[src/rtl/multicycle_pkg.sv]
// Shared types and encodings for the multicycle RV32I control FSM.
// Holds the state enum, opcode constants, datapath select encodings and the registered control word.
package multicycle_pkg;

  typedef enum logic [3:0] {
    S_FETCH,
    S_DECODE,
    S_MEMADR,
    S_MEMRD,
    S_MEMWB,
    S_MEMWR,
    S_EXECR,
    S_EXECI,
    S_ALUWB,
    S_BEQ,
    S_JAL,
    S_HALT
  } state_e;

  localparam logic [6:0] OP_LW  = 7'b0000011;
  localparam logic [6:0] OP_SW  = 7'b0100011;
  localparam logic [6:0] OP_R   = 7'b0110011;
  localparam logic [6:0] OP_I   = 7'b0010011;
  localparam logic [6:0] OP_BEQ = 7'b1100011;
  localparam logic [6:0] OP_JAL = 7'b1101111;

  typedef enum logic [2:0] {
    ALU_ADD = 3'b000,
    ALU_SUB = 3'b001,
    ALU_AND = 3'b010,
    ALU_OR  = 3'b011,
    ALU_SLT = 3'b101
  } alucontrol_e;

  typedef enum logic [1:0] {
    IMM_I = 2'b00,
    IMM_S = 2'b01,
    IMM_B = 2'b10,
    IMM_J = 2'b11
  } immsrc_e;

  // How the ALU decoder interprets funct3/funct7b5 in a given state.
  typedef enum logic [1:0] {
    ALUOP_ADD   = 2'b00,
    ALUOP_SUB   = 2'b01,
    ALUOP_RTYPE = 2'b10,
    ALUOP_ITYPE = 2'b11
  } aluop_e;

  localparam logic [1:0] SRCA_PC    = 2'b00;
  localparam logic [1:0] SRCA_OLDPC = 2'b01;
  localparam logic [1:0] SRCA_RS1   = 2'b10;

  localparam logic [1:0] SRCB_RS2  = 2'b00;
  localparam logic [1:0] SRCB_IMM  = 2'b01;
  localparam logic [1:0] SRCB_FOUR = 2'b10;

  localparam logic [1:0] RES_ALUOUT    = 2'b00;
  localparam logic [1:0] RES_MEMDATA   = 2'b01;
  localparam logic [1:0] RES_ALURESULT = 2'b10;

  // Control word registered alongside the state; is_fetch/is_beq/pc_jump
  // qualify the few outputs that also depend on same-cycle inputs.
  typedef struct packed {
    logic        mem_req;
    logic        memwrite;
    logic        adrsrc;
    logic        regwrite;
    logic        is_fetch;
    logic        is_beq;
    logic        pc_jump;
    logic [1:0]  memtoreg;
    logic [1:0]  alusrca;
    logic [1:0]  alusrcb;
    immsrc_e     immsrc;
    alucontrol_e alucontrol;
    logic        alu_illegal;
    logic        halted;
  } ctrl_t;

  function automatic logic is_wait_state(input state_e s);
    return (s == S_FETCH) || (s == S_MEMRD) || (s == S_MEMWR);
  endfunction

endpackage

[src/rtl/multicycle_ctrl_alu_decoder.sv]
// Combinational ALU decoder: aluop/funct3/funct7b5 -> alucontrol, plus an
// illegal flag for funct3 values the datapath does not implement.
module alu_decoder
  import multicycle_pkg::*;
(
  input  aluop_e      aluop,
  input  logic [2:0]  funct3,
  input  logic        funct7b5,
  output alucontrol_e alucontrol,
  output logic        illegal
);

  // NOTE: every output gets a default before the case so no path leaves it unassigned (no latch).
  always_comb begin
    alucontrol = ALU_ADD;
    illegal    = 1'b0;
    unique case (aluop)
      ALUOP_ADD: alucontrol = ALU_ADD;
      ALUOP_SUB: alucontrol = ALU_SUB;
      default: begin
        unique case (funct3)
          3'b000:  alucontrol = (funct7b5 && aluop == ALUOP_RTYPE) ? ALU_SUB : ALU_ADD;
          3'b010:  alucontrol = ALU_SLT;
          3'b110:  alucontrol = ALU_OR;
          3'b111:  alucontrol = ALU_AND;
          default: illegal = 1'b1;
        endcase
      end
    endcase
  end

endmodule

[src/rtl/multicycle_ctrl.sv]
// Multicycle RV32I control FSM driving the datapath selects and a unified memory port.
// Optional performance counters are enabled by defining MC_CTRL_PERF_EN.
module multicycle_ctrl
  import multicycle_pkg::*;
#(
  parameter int MEM_TIMEOUT = 255
`ifdef MC_CTRL_PERF_EN
  ,
  parameter int PERF_W      = 32
`endif
) (
  input  logic       clk,
  input  logic       reset,
  input  logic [6:0] opcode,
  input  logic [2:0] funct3,
  input  logic       funct7b5,
  input  logic       zero,
  input  logic       mem_ready,
  output logic       mem_req,
  output logic       memwrite,
  output logic       adrsrc,
  output logic       irwrite,
  output logic       pcwrite,
  output logic       regwrite,
  output logic [1:0] memtoreg,
  output logic [1:0] alusrca,
  output logic [1:0] alusrcb,
  output logic [1:0] immsrc,
  output logic [2:0] alucontrol,
  output logic       halted
`ifdef MC_CTRL_PERF_EN
  ,
  output logic [PERF_W-1:0] perf_cycles,
  output logic [PERF_W-1:0] perf_instret
`endif
);

  localparam int TW = (MEM_TIMEOUT > 1) ? $clog2(MEM_TIMEOUT + 1) : 1;
  localparam logic [TW-1:0] TLAST = TW'((MEM_TIMEOUT > 0) ? MEM_TIMEOUT - 1 : 0);

  state_e        state, next_state;
  ctrl_t         ctrl, nxt;
  logic [TW-1:0] tcount;
  logic          mem_wait, timed_out;

  aluop_e        aluop;
  alucontrol_e   dec_alucontrol;
  logic          dec_illegal;

  assign mem_wait  = ctrl.mem_req & ~mem_ready;
  assign timed_out = (MEM_TIMEOUT != 0) && mem_wait && (tcount == TLAST);

  always_comb begin
    next_state = state;
    unique case (state)
      S_FETCH: begin
        if (timed_out)                      next_state = S_HALT;
        else if (ctrl.mem_req && mem_ready) next_state = S_DECODE;
      end
      S_DECODE: begin
        unique case (opcode)
          OP_LW, OP_SW: next_state = S_MEMADR;
          OP_R:         next_state = S_EXECR;
          OP_I:         next_state = S_EXECI;
          OP_BEQ:       next_state = S_BEQ;
          OP_JAL:       next_state = S_JAL;
          default:      next_state = S_HALT;
        endcase
      end
      S_MEMADR: next_state = (opcode == OP_SW) ? S_MEMWR : S_MEMRD;
      S_MEMRD: begin
        if (timed_out)                      next_state = S_HALT;
        else if (ctrl.mem_req && mem_ready) next_state = S_MEMWB;
      end
      S_MEMWR: begin
        if (timed_out)                      next_state = S_HALT;
        else if (ctrl.mem_req && mem_ready) next_state = S_FETCH;
      end
      S_EXECR, S_EXECI: next_state = ctrl.alu_illegal ? S_HALT : S_ALUWB;
      S_JAL:            next_state = S_ALUWB;
      S_MEMWB, S_ALUWB, S_BEQ: next_state = S_FETCH;
      S_HALT:           next_state = S_HALT;
      default:          next_state = S_HALT;
    endcase
  end

  // The decoder sees the state being entered, so its result lands in the output register.
  always_comb begin
    unique case (next_state)
      S_EXECR: aluop = ALUOP_RTYPE;
      S_EXECI: aluop = ALUOP_ITYPE;
      S_BEQ:   aluop = ALUOP_SUB;
      default: aluop = ALUOP_ADD;
    endcase
  end

  alu_decoder u_alu_decoder (
    .aluop     (aluop),
    .funct3    (funct3),
    .funct7b5  (funct7b5),
    .alucontrol(dec_alucontrol),
    .illegal   (dec_illegal)
  );

  always_comb begin
    nxt             = '0;
    nxt.alucontrol  = dec_alucontrol;
    nxt.alu_illegal = dec_illegal;
    unique case (next_state)
      S_FETCH: begin
        nxt.mem_req  = 1'b1;
        nxt.is_fetch = 1'b1;
        nxt.alusrca  = SRCA_PC;
        nxt.alusrcb  = SRCB_FOUR;
        nxt.memtoreg = RES_ALURESULT;
      end
      S_DECODE: begin
        nxt.alusrca = SRCA_OLDPC;
        nxt.alusrcb = SRCB_IMM;
        nxt.immsrc  = IMM_B;
      end
      S_MEMADR: begin
        nxt.alusrca = SRCA_RS1;
        nxt.alusrcb = SRCB_IMM;
        nxt.immsrc  = (opcode == OP_SW) ? IMM_S : IMM_I;
      end
      S_MEMRD: begin
        nxt.mem_req = 1'b1;
        nxt.adrsrc  = 1'b1;
      end
      S_MEMWB: begin
        nxt.memtoreg = RES_MEMDATA;
        nxt.regwrite = 1'b1;
      end
      S_MEMWR: begin
        nxt.mem_req  = 1'b1;
        nxt.memwrite = 1'b1;
        nxt.adrsrc   = 1'b1;
      end
      S_EXECR, S_EXECI: begin
        nxt.alusrca = SRCA_RS1;
        nxt.alusrcb = (next_state == S_EXECI) ? SRCB_IMM : SRCB_RS2;
        nxt.immsrc  = IMM_I;
      end
      S_ALUWB: begin
        nxt.memtoreg = RES_ALUOUT;
        nxt.regwrite = 1'b1;
      end
      S_BEQ: begin
        nxt.alusrca  = SRCA_RS1;
        nxt.alusrcb  = SRCB_RS2;
        nxt.memtoreg = RES_ALUOUT;
        nxt.is_beq   = 1'b1;
      end
      S_JAL: begin
        nxt.alusrca  = SRCA_OLDPC;
        nxt.alusrcb  = SRCB_FOUR;
        nxt.memtoreg = RES_ALUOUT;
        nxt.pc_jump  = 1'b1;
      end
      S_HALT:  nxt.halted = 1'b1;
      default: nxt.halted = 1'b1;
    endcase
  end

  // Reset leaves the control word at zero while sitting in FETCH: the request
  // only rises after the first clock, and an in-flight access drops at once.
  // NOTE: state registers use non-blocking assignments so every flop samples pre-edge values.
  always_ff @(posedge clk or negedge reset) begin
    if (!reset) begin
      state  <= S_FETCH;
      ctrl   <= '0;
      tcount <= '0;
    end else begin
      state <= next_state;
      ctrl  <= nxt;
      if (is_wait_state(next_state) && (next_state != state)) tcount <= '0;
      else if (mem_wait)                                      tcount <= tcount + 1'b1;
    end
  end

  assign mem_req    = ctrl.mem_req;
  assign memwrite   = ctrl.memwrite;
  assign adrsrc     = ctrl.adrsrc;
  assign regwrite   = ctrl.regwrite;
  assign memtoreg   = ctrl.memtoreg;
  assign alusrca    = ctrl.alusrca;
  assign alusrcb    = ctrl.alusrcb;
  assign immsrc     = ctrl.immsrc;
  assign alucontrol = ctrl.alucontrol;
  assign halted     = ctrl.halted;
  assign irwrite    = ctrl.is_fetch & ctrl.mem_req & mem_ready;
  assign pcwrite    = (ctrl.is_fetch & ctrl.mem_req & mem_ready) | (ctrl.is_beq & zero) | ctrl.pc_jump;

`ifdef MC_CTRL_PERF_EN
  logic retire;
  assign retire = (next_state == S_FETCH) &&
                  ((state == S_MEMWB) || (state == S_MEMWR) || (state == S_ALUWB) || (state == S_BEQ));

  always_ff @(posedge clk or negedge reset) begin
    if (!reset) begin
      perf_cycles  <= '0;
      perf_instret <= '0;
    end else if (state != S_HALT) begin
      perf_cycles <= perf_cycles + 1'b1;
      if (retire) perf_instret <= perf_instret + 1'b1;
    end
  end
`endif

endmodule

[config.mk]
export PLATFORM = sky130hd
export DESIGN_NAME = multicycle_ctrl
export DESIGN_NICKNAME = d
export VERILOG_FILES = /design/src/rtl/multicycle_pkg.sv /design/src/rtl/multicycle_ctrl_alu_decoder.sv /design/src/rtl/multicycle_ctrl.sv
export SDC_FILE = /design/constraint.sdc
export NUM_CORES = 1
export LEC_CHECK = 0
export BUFFER_PORTS_ARGS = -buffer_cell sky130_fd_sc_hd__buf_2
export CAP_MARGIN = 0
export CORE_MARGIN = 5
export CORE_UTILIZATION = 50
export DETAILED_ROUTE_END_ITERATION = 7
export PLACE_DENSITY = 0.73
export SYNTH_ARGS = -nofsm -noshare
export SYNTH_HDL_FRONTEND = slang
export SYNTH_SLANG_ARGS = --single-unit
export TNS_END_PERCENT = 1
[constraint.sdc]
create_clock -name clk -period 2.9 [get_ports clk]
set_input_delay 0.145 -clock clk [delete_from_list [all_inputs] [get_ports clk]]
set_output_delay 0.145 -clock clk [all_outputs]
set_load 0.02 [all_outputs]
==> qor.txt, run 1 <==
Synth Flop Type: dfrtp_1
DR WL/cell: 14.8 um
# hold bufs at CTS: 1
Worst EP required: 3.06 ns
Synth Area per Inst: 9.55 sq um
antenna violations before repair: 0
gr ovfl total: 0
DRC Markers: 0
Pleak: 0.965 nW
Final Max Slew Viols: 0
reg-to-reg critical path startpoint: state[0]
routability congestion estimate from global placement: 0.854
Post-synth EDFFs: 0
Layout fillers: 330
Chip Width: 71.4 um
Warnings, synthesis: 0
Initial Util: 51.4%
post-synthesis sequential area ratio: 41.2%
CTS resizes: 0
Worst Skew: 0.00290 ns
Worst Setup EP: tcount[5]
Core Rows: 22
Slew @ Worst Pin: 0.675 ns
drt initial violations: 89
Peak VDD IR: 0.395 mV
core outline area: 3660 sq um
asr flop ratio synth: 100%
status: finished, final reports clean
# diodes: 0
R2R cell count: 8
Via density: 5.60
Total Neg Setup Slack: 0 ns
r2r setup slk: 0.35 ns
Ports: 33
Min Hold Slack: 0.0694 ns
share of cells above drive strength 1: 27.0%
Port Buffers: 32
clk root buf: clkbuf_8
slew margin rel.: 55.0%
fin area: 2090 sq um
die height: 71.4 um
startpoint types: flip-flop
CP arrival: 2.72 ns
cell area after synthesis: 1880 sq um
vias: 1511
NumNets Final: 238
FF+latch count, synth: 31
Unique masters post-synth: 63
Place WS: 0.346 ns
worst reg2reg endpoint: tcount[5]
class of the worst hold path: input port to flip-flop
Area after DPL: 2000 sq um
htree depth: 2
Total GRT Usage: 16.9%
critical path class: flip-flop to flip-flop
power density cells: 384 nW/um^2
Fmax: 392 MHz
total iterations of the first detailed-routing run: 5
crit path from: state[0]
register area: 776 sq um
CP max FO: 17
Total Power: 0.803 mW
clock buffer count from CTS: 5
Mapped Nets: 214
area occupied by multi-input gates: 940 sq um
Die ar.: 5090 sq um
Max Buffers Root-to-Sink: 2
Critical Path Sink Type: flip-flop
maxcap violations: 0
pin count of the biggest net entering global routing: 32
CTS tree: done
Setup Viol. Count Final: 0
fin crit share: 88.0%
clk sinks: 31
Total Wirelength: 4000 um
Clk Latency, worst-skew pair: 0.29 ns
Antenna Nets Post-Route: 0
postcts setup bufs: 0
area grow syn2layout: 11.2%
first-pass GRT wire length: 6760 um
RSZ-0062 raised after global routing: no
worst setup slack after layout: 0.347 ns
final hold vios: 0
Synth Instances: 197
crit path time final: 2.55 ns
vias in the first global route: 1464
DP HPWL: 2960 um
Clock Pin Slew Worst Setup and Hold Paths: 0.07 ns
==> synthesized netlist by cell type (all sizes together) (2+ instances only) <==
master   count  share of area, %
a2111oi      2               1.9
a211o        2              0.93
a211oi       4               2.4
a21oi        7               2.5
a31oi        2              0.66
and2         2              0.66
and3         3               1.0
and4b        2               1.1
buf         16               6.0
clkbuf       2              0.40
clkinv       2              0.46
dfrtp       31                41
ha           2               1.3
inv         10               2.0
nand2       16               3.2
nand3       11               3.7
nand3b       2              0.80
nand4        2              0.66
nor2        24               4.9
nor2b        4               1.3
nor3         6               1.6
nor4         2              0.66
o21ai        3              0.80
o21bai       3               1.4
o221ai       2               1.3
o22ai        2              0.66
o31ai        2              0.80
or3          2              0.66
xnor2        4               1.9
xor2         4               1.9
==> final cells by class <==
cell class,instances,share of cell area (%)
clock inverters,2,0.598
repair buffers,35,8.85
clock buffers,6,3.47
well taps,48,2.87
inverters,12,2.21
multi-input cells,136,44.9
flip-flops and latches,31,37.1
==> cells by family after synthesis <==
group           count (synthesis)  synth area share [%]
simple gates                   85                  24.7
flops                          31                  41.2
fa+ha+maj                       3                  1.86
compound gates                 40                  19.7
xor+xnor                        8                  3.72
buf+inv                        30                  8.84
==> worst max-delay path, cell delays in order (launching register included) <==
cell and delay [ns]:
dfrtp_1 0.64, or4b_4 0.53, o21bai_1 0.19, o221ai_2 0.22, nor2_2 0.13, clkinv_2 0.11, nand3_2 0.13, a32oi_4 0.38
nor2_1 0.10
==> where the power goes <==
part | internal (mW) | total [mW] | switching (mW)
Clock | 0.167 | 0.338 | 0.170
Combinational | 0.0113 | 0.0331 | 0.0219
Sequential | 0.432 | 0.432 | 0
Total | 0.611 | 0.803 | 0.192
==> how the worst min path moves through the flow <==
stage	start	slack, ns	endpoint	depth (start not counted)
2_1_floorplan	reset	-0.15	adrsrc	0
3_3_place_gp	reset	0.22	alucontrol[1]	1
3_5_place_dp	reset	0.22	alucontrol[1]	1
4_1_cts	funct3[0]	0.06	alucontrol[0]	2
5_1_grt	funct3[0]	0.06	alucontrol[0]	2
6_report	funct3[0]	0.07	alucontrol[0]	2
==> metal layers <==
metal	share of wire, %	GRT usage, %
met2	48	28.0
met4	1.4	5.64
met1	45	21.1
met3	6.3	4.91
met5	0	0
==> stage by stage <==
stage | cells | util, %
after CTS | 270 | 57.1
after detailed placement | 261 | 54.5
final | 270 | 57.1
after global routing | 270 | 57.1
after global placement | 261 | 54.5
after floorplan | 197 | -
==> flip-flops by register name (all words and copies together), names as in the netlist, 2 cells and up <==
register and cells:
alusrca 2, immsrc 2, alusrcb 2, state 4, ctrl 4, alucontrol 3
tcount 8
==> cells in the final DEF, fill, tap and decap left out, types with 3 or more instances in the layout <==
cell type,synthesis,final
buf_2,3,32
dfrtp_1,31,31
nor2_1,23,23
nand2_1,16,16
nand3_1,8,8
inv_1,8,8
a21oi_1,6,6
nor3_1,6,6
clkbuf_8,0,5
nor2b_1,4,4
xnor2_1,4,4
xor2_1,4,4
and3_1,3,3
a211oi_2,3,3
nand3_2,3,3
o21ai_0,3,3
Power figures use the tool's default switching activity.
==> run 2, diff against run 1 <==
CAP_MARGIN = 20   (was 0)
CELL_PAD_IN_SITES_DETAIL_PLACEMENT = 2   (was unset)
CELL_PAD_IN_SITES_GLOBAL_PLACEMENT = 2   (was unset)
CORE_UTILIZATION = 34   (was 50)
PLACE_DENSITY = unset   (was 0.73)
PLACE_DENSITY_LB_ADDON = 0.1   (was unset)
==> run 2 against run 1 <==
Against the previous run: cell count is 8.9% higher; sequential cell count stayed put; routed wire length is 31% higher; combinational power is 5% higher; cell area is 2.8% higher; global-route usage is 1.5 points lower; clock power is 27% higher; sequential share of layout area is 0.99 points lower; register-to-register slack worse by 0.10 ns; via count is 1.6% higher; critical path type unchanged; critical endpoint is now tcount[4]; largest cell class unchanged; largest power group unchanged.
==> qor.txt, run 2 (same netlist as run 1, synthesis figures left out) <==
class of the worst hold path: input port to flip-flop
worst hold path cell count: 2 (unchanged)
Placed Cells: 285 (+9.2%)
total iterations of the first detailed-routing run: 3 (-2)
final hold vios: 0 (unchanged)
Critical Path Sink Type: flip-flop
vias: 1535 (+1.6%)
Total Neg Setup Slack: 0 ns (unchanged)
DR WL/cell: 17.8 um (+20%)
most common cell after layout, fill and taps aside: buf_2
CTS tree: done
critical path's top delay family: simple AND/OR/NAND/NOR gates
Max Buffers Root-to-Sink: 2 (unchanged)
Core Rows: 27 (+23%)
Crit path depth: 8 (unchanged)
routability congestion estimate from global placement: 0.842 (-1.4%)
Int Power: 0.699 mW (+14%)
# hold bufs at CTS: 1 (unchanged)
clock buffer count from CTS: 5 (unchanged)
Comb power frac: 3.9% (-0.2 points)
fin area: 2150 sq um (+2.8%)
Area after DPL: 2030 sq um (+1.5%)
drt initial violations: 34 (-62%)
Port Buffers: 32 (unchanged)
Clk network pwr share: 47.9% (+5.8 points)
power density cells: 417 nW/um^2 (+8.7%)
Worst path slowest cell: dfrtp_1
vias in the first global route: 1766 (+21%)
antenna violations before repair: 0 (unchanged)
clk sinks: 31 (unchanged)
DRC Markers: 0 (unchanged)
NumNets Final: 238 (unchanged)
Antenna Nets Post-Route: 0 (unchanged)
Peak VDD IR: 0.292 mV (-26%)
R2R cell count: 8 (unchanged)
slew margin rel.: 52.3% (-2.7 points)
Core Util, Final: 39.5% (-18 points)
Via density: 5.22 (-6.7%)
critical path cell sequence: or4b_4, o21bai_1, o221ai_2, nor2_2, clkinv_2, nand3_2, a32oi_4, nor2_1
Buffers & Inverters on Critical Path: 1 (unchanged)
Final Max Slew Viols: 0 (unchanged)
area grow syn2layout: 14.2%
Sw Pwr: 0.198 mW (+2.8%)
status: finished, final reports clean
Clk Latency, worst-skew pair: 0.28 ns (about the same)
most frequent cells in the layout: buf_2, dfrtp_1, nor2_1
pin count of the biggest net entering global routing: 32 (unchanged)
fin cells: 294 (+8.9%)
maxcap violations: 0 (unchanged)
Ports: 33 (unchanged)
Worst Skew: 0.00441 ns (+0.00151 ns)
CP arrival: 2.81 ns (+0.09 ns)
sw frac: 22.0% (-1.9 points)
share of cells above drive strength 1: 27.5% (+0.45 points)
critical path class: flip-flop to flip-flop
die height: 84.4 um (+18%)
max reg flops: 8 (unchanged)
RSZ-0062 raised after global routing: no
Reg with most FFs: tcount
core outline area: 5440 sq um (+49%)
slowest stage delay, CP: 0.67 ns (+0.03 ns)
Worst EP required: 3.05 ns (about the same)
crit path time final: 2.66 ns (+0.103 ns)
first-pass GRT wire length: 8790 um (+30%)
htree depth: 2 (unchanged)
clk root buf: clkbuf_8
CTS resizes: 0 (unchanged)
Setup Viol. Count Final: 0 (unchanged)
Reg power frac: 48.2% (-5.6 points)
postcts setup bufs: 0 (unchanged)
Slew @ Worst Pin: 0.716 ns (+0.0410 ns)
startpoint types: flip-flop
Largest regs: tcount x8, ctrl x4, state x4
Place WS: 0.230 ns (-0.116 ns)
Total Power: 0.897 mW (+12%)
Fmax: 377 MHz (-3.9%)
Clock Pin Slew Worst Setup and Hold Paths: 0.07 ns (about the same)
DP HPWL: 4090 um (+38%)
# diodes: 0 (unchanged)
Total GRT Usage: 15.4% (-1.5 points)
Pleak: 0.982 nW (+1.8%)
CP max FO: 17 (unchanged)
Total Wirelength: 5240 um (+31%)
worst setup slack after layout: 0.244 ns (-0.103 ns)
Initial Util: 34.6% (-17 points)
Chip Width: 84.4 um (+18%)
Min Hold Slack: 0.0611 ns (-0.00832 ns)
Die ar.: 7120 sq um (+40%)
gr ovfl total: 0 (unchanged)
fin crit share: 91.6% (+3.5 points)
-- run 2: metal layers --
metal	routed length, um	GRT usage (%)	vias up
met5	0	0	-
met4	25	3.45	0
met3	139	3.24	2
met2	2630	27.1	18
met1	2450	19.2	774
li1	-	-	741
-- run 2: worst paths after layout --
kind	from	to	slack, ns
max in group asynchronous	reset	tcount[4]	1.99
worst min register to register	tcount[6]	tcount[6]	0.58
min in group asynchronous	reset	alusrca[0]	0.45
worst max register to register	state[0]	tcount[4]	0.24
worst min-delay path	funct3[0]	alucontrol[0]	0.06
worst max-delay path	state[0]	tcount[4]	0.24
-- run 2: power by group through the flow --
stage	Combinational (mW)	Sequential [mW]	Clock, mW
after floorplan	0.00956	0.441	0
after global placement	0.0326	0.440	0
after detailed placement	0.0351	0.440	0
after CTS	0.0362	0.432	0.442
after global routing	0.0400	0.432	0.459
final	0.0348	0.432	0.430
-- run 2: layout make-up --
type,instances,area [sq um]
Fill cell,610,3290
Multi-Input combinational cell,136,940
Sequential cell,31,776
Timing Repair Buffer,35,185
Tap cell,72,90.1
Clock buffer,5,68.8
Inverter,12,46.3
Clock inverter,3,43.8
-- run 2: worst register-to-register path, cell delays in order (launching register included) --
cell and delay, ns:
dfrtp_1 0.67, or4b_4 0.54, o21bai_1 0.19, o221ai_2 0.24
nor2_2 0.13, clkinv_2 0.12, nand3_2 0.14, a32oi_4 0.41
nor2_1 0.10
==> run 3, diff against run 2 <==
ABC_AREA = 1   (was unset)
CORE_UTILIZATION = 31   (was 34)
SETUP_SLACK_MARGIN = 0.05   (was unset)
==> run 3 against run 2 <==
Against the previous run: synthesized cell count grew 18%; setup slack gained 0.55 ns; sequential power increased by 47%; total power rose to 2.6 times the previous value; first-iteration DRC count is 12% higher; synthesized area down 3.7%; worst hold slack worse by 0.019 ns; fmax is 26% higher; die area is 4.9% higher; largest power group is now combinational logic.
==> qor.txt, run 3 <==
core outline area: 5610 sq um (+3.1%)
gr ovfl total: 0 (unchanged)
Die ar.: 7470 sq um (+4.9%)
critical path class: flip-flop to flip-flop
post-synthesis sequential area ratio: 42.8% (+1.6 points)
Initial Util: 32.3% (-2.3 points)
critical path's most frequent cell: nand2_1
vias: 1519 (-1.0%)
postcts setup bufs: 0 (unchanged)
Antenna Nets Post-Route: 0 (unchanged)
final hold vios: 0 (unchanged)
class of the worst hold path: input port to flip-flop
DP HPWL: 3850 um (-5.9%)
DR WL/cell: 14.7 um (-17%)
Pleak: 1.22 nW (+24%)
most common cell after layout, fill and taps aside: nand2_1
Synth top cells by count: nand2_1, dfrtp_1, inv_1, nor2_1, nand3_1
Ports: 33 (unchanged)
Hold Crit Start: funct3[2]
Critical Path Sink Type: flip-flop
FF+latch count, synth: 31 (unchanged)
Total Wirelength: 4920 um (-6.1%)
share of the synthesized area in the top cell type: 42.8% (+1.6 points)
Clk network pwr share: 19.6% (-28 points)
pin count of the biggest net entering global routing: 32 (unchanged)
Synth Instances: 233 (+18%)
maxcap violations: 0 (unchanged)
Worst EP required: 3.11 ns (+0.06 ns)
cell area after synthesis: 1810 sq um (-3.7%)
area grow syn2layout: 16.0%
Worst Skew: 0.00607 ns (+0.00166 ns)
CTS tree: done
Total GRT Usage: 14.5% (-0.81 points)
Synth Area per Inst: 7.78 sq um (-19%)
first-pass GRT wire length: 8390 um (-4.6%)
vias in the first global route: 1704 (-3.5%)
slew margin rel.: 53.6% (+1.3 points)
Peak VDD IR: 0.433 mV (+48%)
CTS resizes: 0 (unchanged)
Port Buffers: 32 (unchanged)
Total Neg Setup Slack: 0 ns (unchanged)
slowest stage delay, CP: 0.41 ns (-0.26 ns)
asr flop ratio synth: 100% (unchanged)
fin area: 2100 sq um (-2.2%)
Comb power frac: 53.0% (+49 points)
share of cells above drive strength 1: 23.7% (-3.8 points)
Int Power: 1.19 mW (+70%)
Core Rows: 27 (unchanged)
Setup Viol. Count Final: 0 (unchanged)
most frequent cells in the layout: nand2_1, buf_2, dfrtp_1
Final Max Slew Viols: 0 (unchanged)
# diodes: 0 (unchanged)
Clk Latency, worst-skew pair: 0.29 ns (about the same)
Area contributors post-synth: dfrtp_1, nand2_1, inv_1
r2r setup slk: 0.79 ns (+0.55 ns)
die height: 86.5 um (+2.4%)
Mapped Nets: 250 (+17%)
Via density: 4.55 (-13%)
startpoint types: flip-flop
antenna violations before repair: 0 (unchanged)
Chip Width: 86.5 um (+2.4%)
Slew @ Worst Pin: 0.696 ns (-0.0197 ns)
area leader, netlist: dfrtp_1
NumNets Final: 278 (+17%)
DRC Markers: 0 (unchanged)
sw frac: 48.6% (+27 points)
Max Buffers Root-to-Sink: 2 (unchanged)
Unique masters post-synth: 27 (-57%)
reg-to-reg critical path startpoint: tcount[0]
clock buffer count from CTS: 5 (unchanged)
CP arrival: 2.32 ns (-0.49 ns)
Largest regs: tcount x8, ctrl x4, state x4
Fmax: 475 MHz (+26%)
critical path cell sequence: inv_1, ha_1, nand3_1, nor2_1, nand2_1, nand2_1, nand2_1, nand3_1, nor2_4, nand2_1, nand2_1, nand3_2, a21oi_1
RSZ-0062 raised after global routing: no
power density cells: 1100 nW/um^2 (+160%)
Reg with most FFs: tcount
Worst path slowest cell: dfrtp_1
drt initial violations: 38 (+12%)
clk sinks: 31 (unchanged)
htree depth: 2 (unchanged)
Area after DPL: 1970 sq um (-2.6%)
Reg power frac: 27.4% (-21 points)
Sw Pwr: 1.12 mW (+470%)
Synth Flop Type: dfrtp_1
clk root buf: clkbuf_8
CP max FO: 8 (-9)
max reg flops: 8 (unchanged)
Warnings, synthesis: 0 (unchanged)
count leader, synth: nand2_1
routability congestion estimate from global placement: 0.781 (-7.3%)
fin crit share: 72.6% (-19 points)
status: finished, final reports clean
crit path time final: 2.11 ns (-0.549 ns)
crit path from: tcount[0]
Post-synth EDFFs: 0 (unchanged)
Clock Pin Slew Worst Setup and Hold Paths: 0.07 ns (about the same)
total iterations of the first detailed-routing run: 4 (+1)
==> run 3: final cells by class <==
class | instances | area (sq um)
Fill cell | 700 | 3510
Multi-Input combinational cell | 160 | 836
Tap cell | 72 | 90.1
Clock inverter | 2 | 35.0
Clock buffer | 6 | 82.6
Timing Repair Buffer | 33 | 170
Sequential cell | 31 | 776
Inverter | 30 | 113
==> run 3: critical path: cells and delay by family (launching register included) <==
family | cells | cell delay (ns)
AND/OR/NAND/NOR | 10 | 1.19
flip-flops | 1 | 0.41
adder cells (fa/ha/maj) | 1 | 0.19
AO/OA/AOI/OAI | 1 | 0.19
buffers and inverters | 1 | 0.06
==> run 3: timing repair <==
action	4_1_cts	5_1_grt
setup endpoints to repair	0	0
hold buffers	1	0
endpoints found under the hold margin	31	0
==> run 3: per-stage QoR <==
stage	power [mW]	util, %	setup slack, ns	hold WS [ns]	instances
finish	2.31	37.5	0.793	0.0426	334
floorplan	1.58	-	1.24	-0.151	233
CTS	2.36	37.5	0.758	0.0288	334
global placement	1.88	35.2	0.835	0.245	325
global route	2.53	37.5	0.540	0.0423	334
detailed placement	1.89	35.2	0.775	0.244	325
==> run 3: cells by family (layout without fill, tap and decap cells) <==
| logic type | Yosys count | count (layout) | share of synthesized area, % |
|---|---|---|---|
| adders and majority gates | 2 | 2 | 1.38 |
| DFF | 31 | 31 | 42.8 |
| and+or+nand+nor | 135 | 135 | 36.7 |
| buffers and inverters | 42 | 71 | 11.0 |
| AOI/OAI and AO/OA | 16 | 16 | 4.63 |
| xor gates and xnor gates | 7 | 7 | 3.38 |
==> run 3: per-layer routing <==
layer  share of wire (%)  vias up  global-route usage (%)
met4                 1.4        0                    4.67
met1                  49      717                    19.7
li1                    -      770                       -
met2                  46       25                    23.2
met5                   0        -                       0
met3                 3.7        7                    3.04
==> run 3: path summary, 6_finish.rpt <==
| kind | to | cells past startpoint |
|---|---|---|
| max | tcount[7] | 13 |
| min | alucontrol[2] | 2 |
| max reg2reg | tcount[7] | 13 |
| min reg2reg | tcount[3] | 2 |
| max in group asynchronous | alucontrol[2] | 2 |
| min in group asynchronous | immsrc[0] | 2 |
==> run 3: power groups by stage <==
stage          logic (mW)  clock network [mW]  registers (mW)
6_report             1.22               0.453           0.634
5_1_grt              1.40               0.484           0.652
4_1_cts              1.26               0.469           0.636
3_5_place_dp         1.25                   0           0.645
3_3_place_gp         1.24                   0           0.637
2_1_floorplan       0.945                   0           0.632
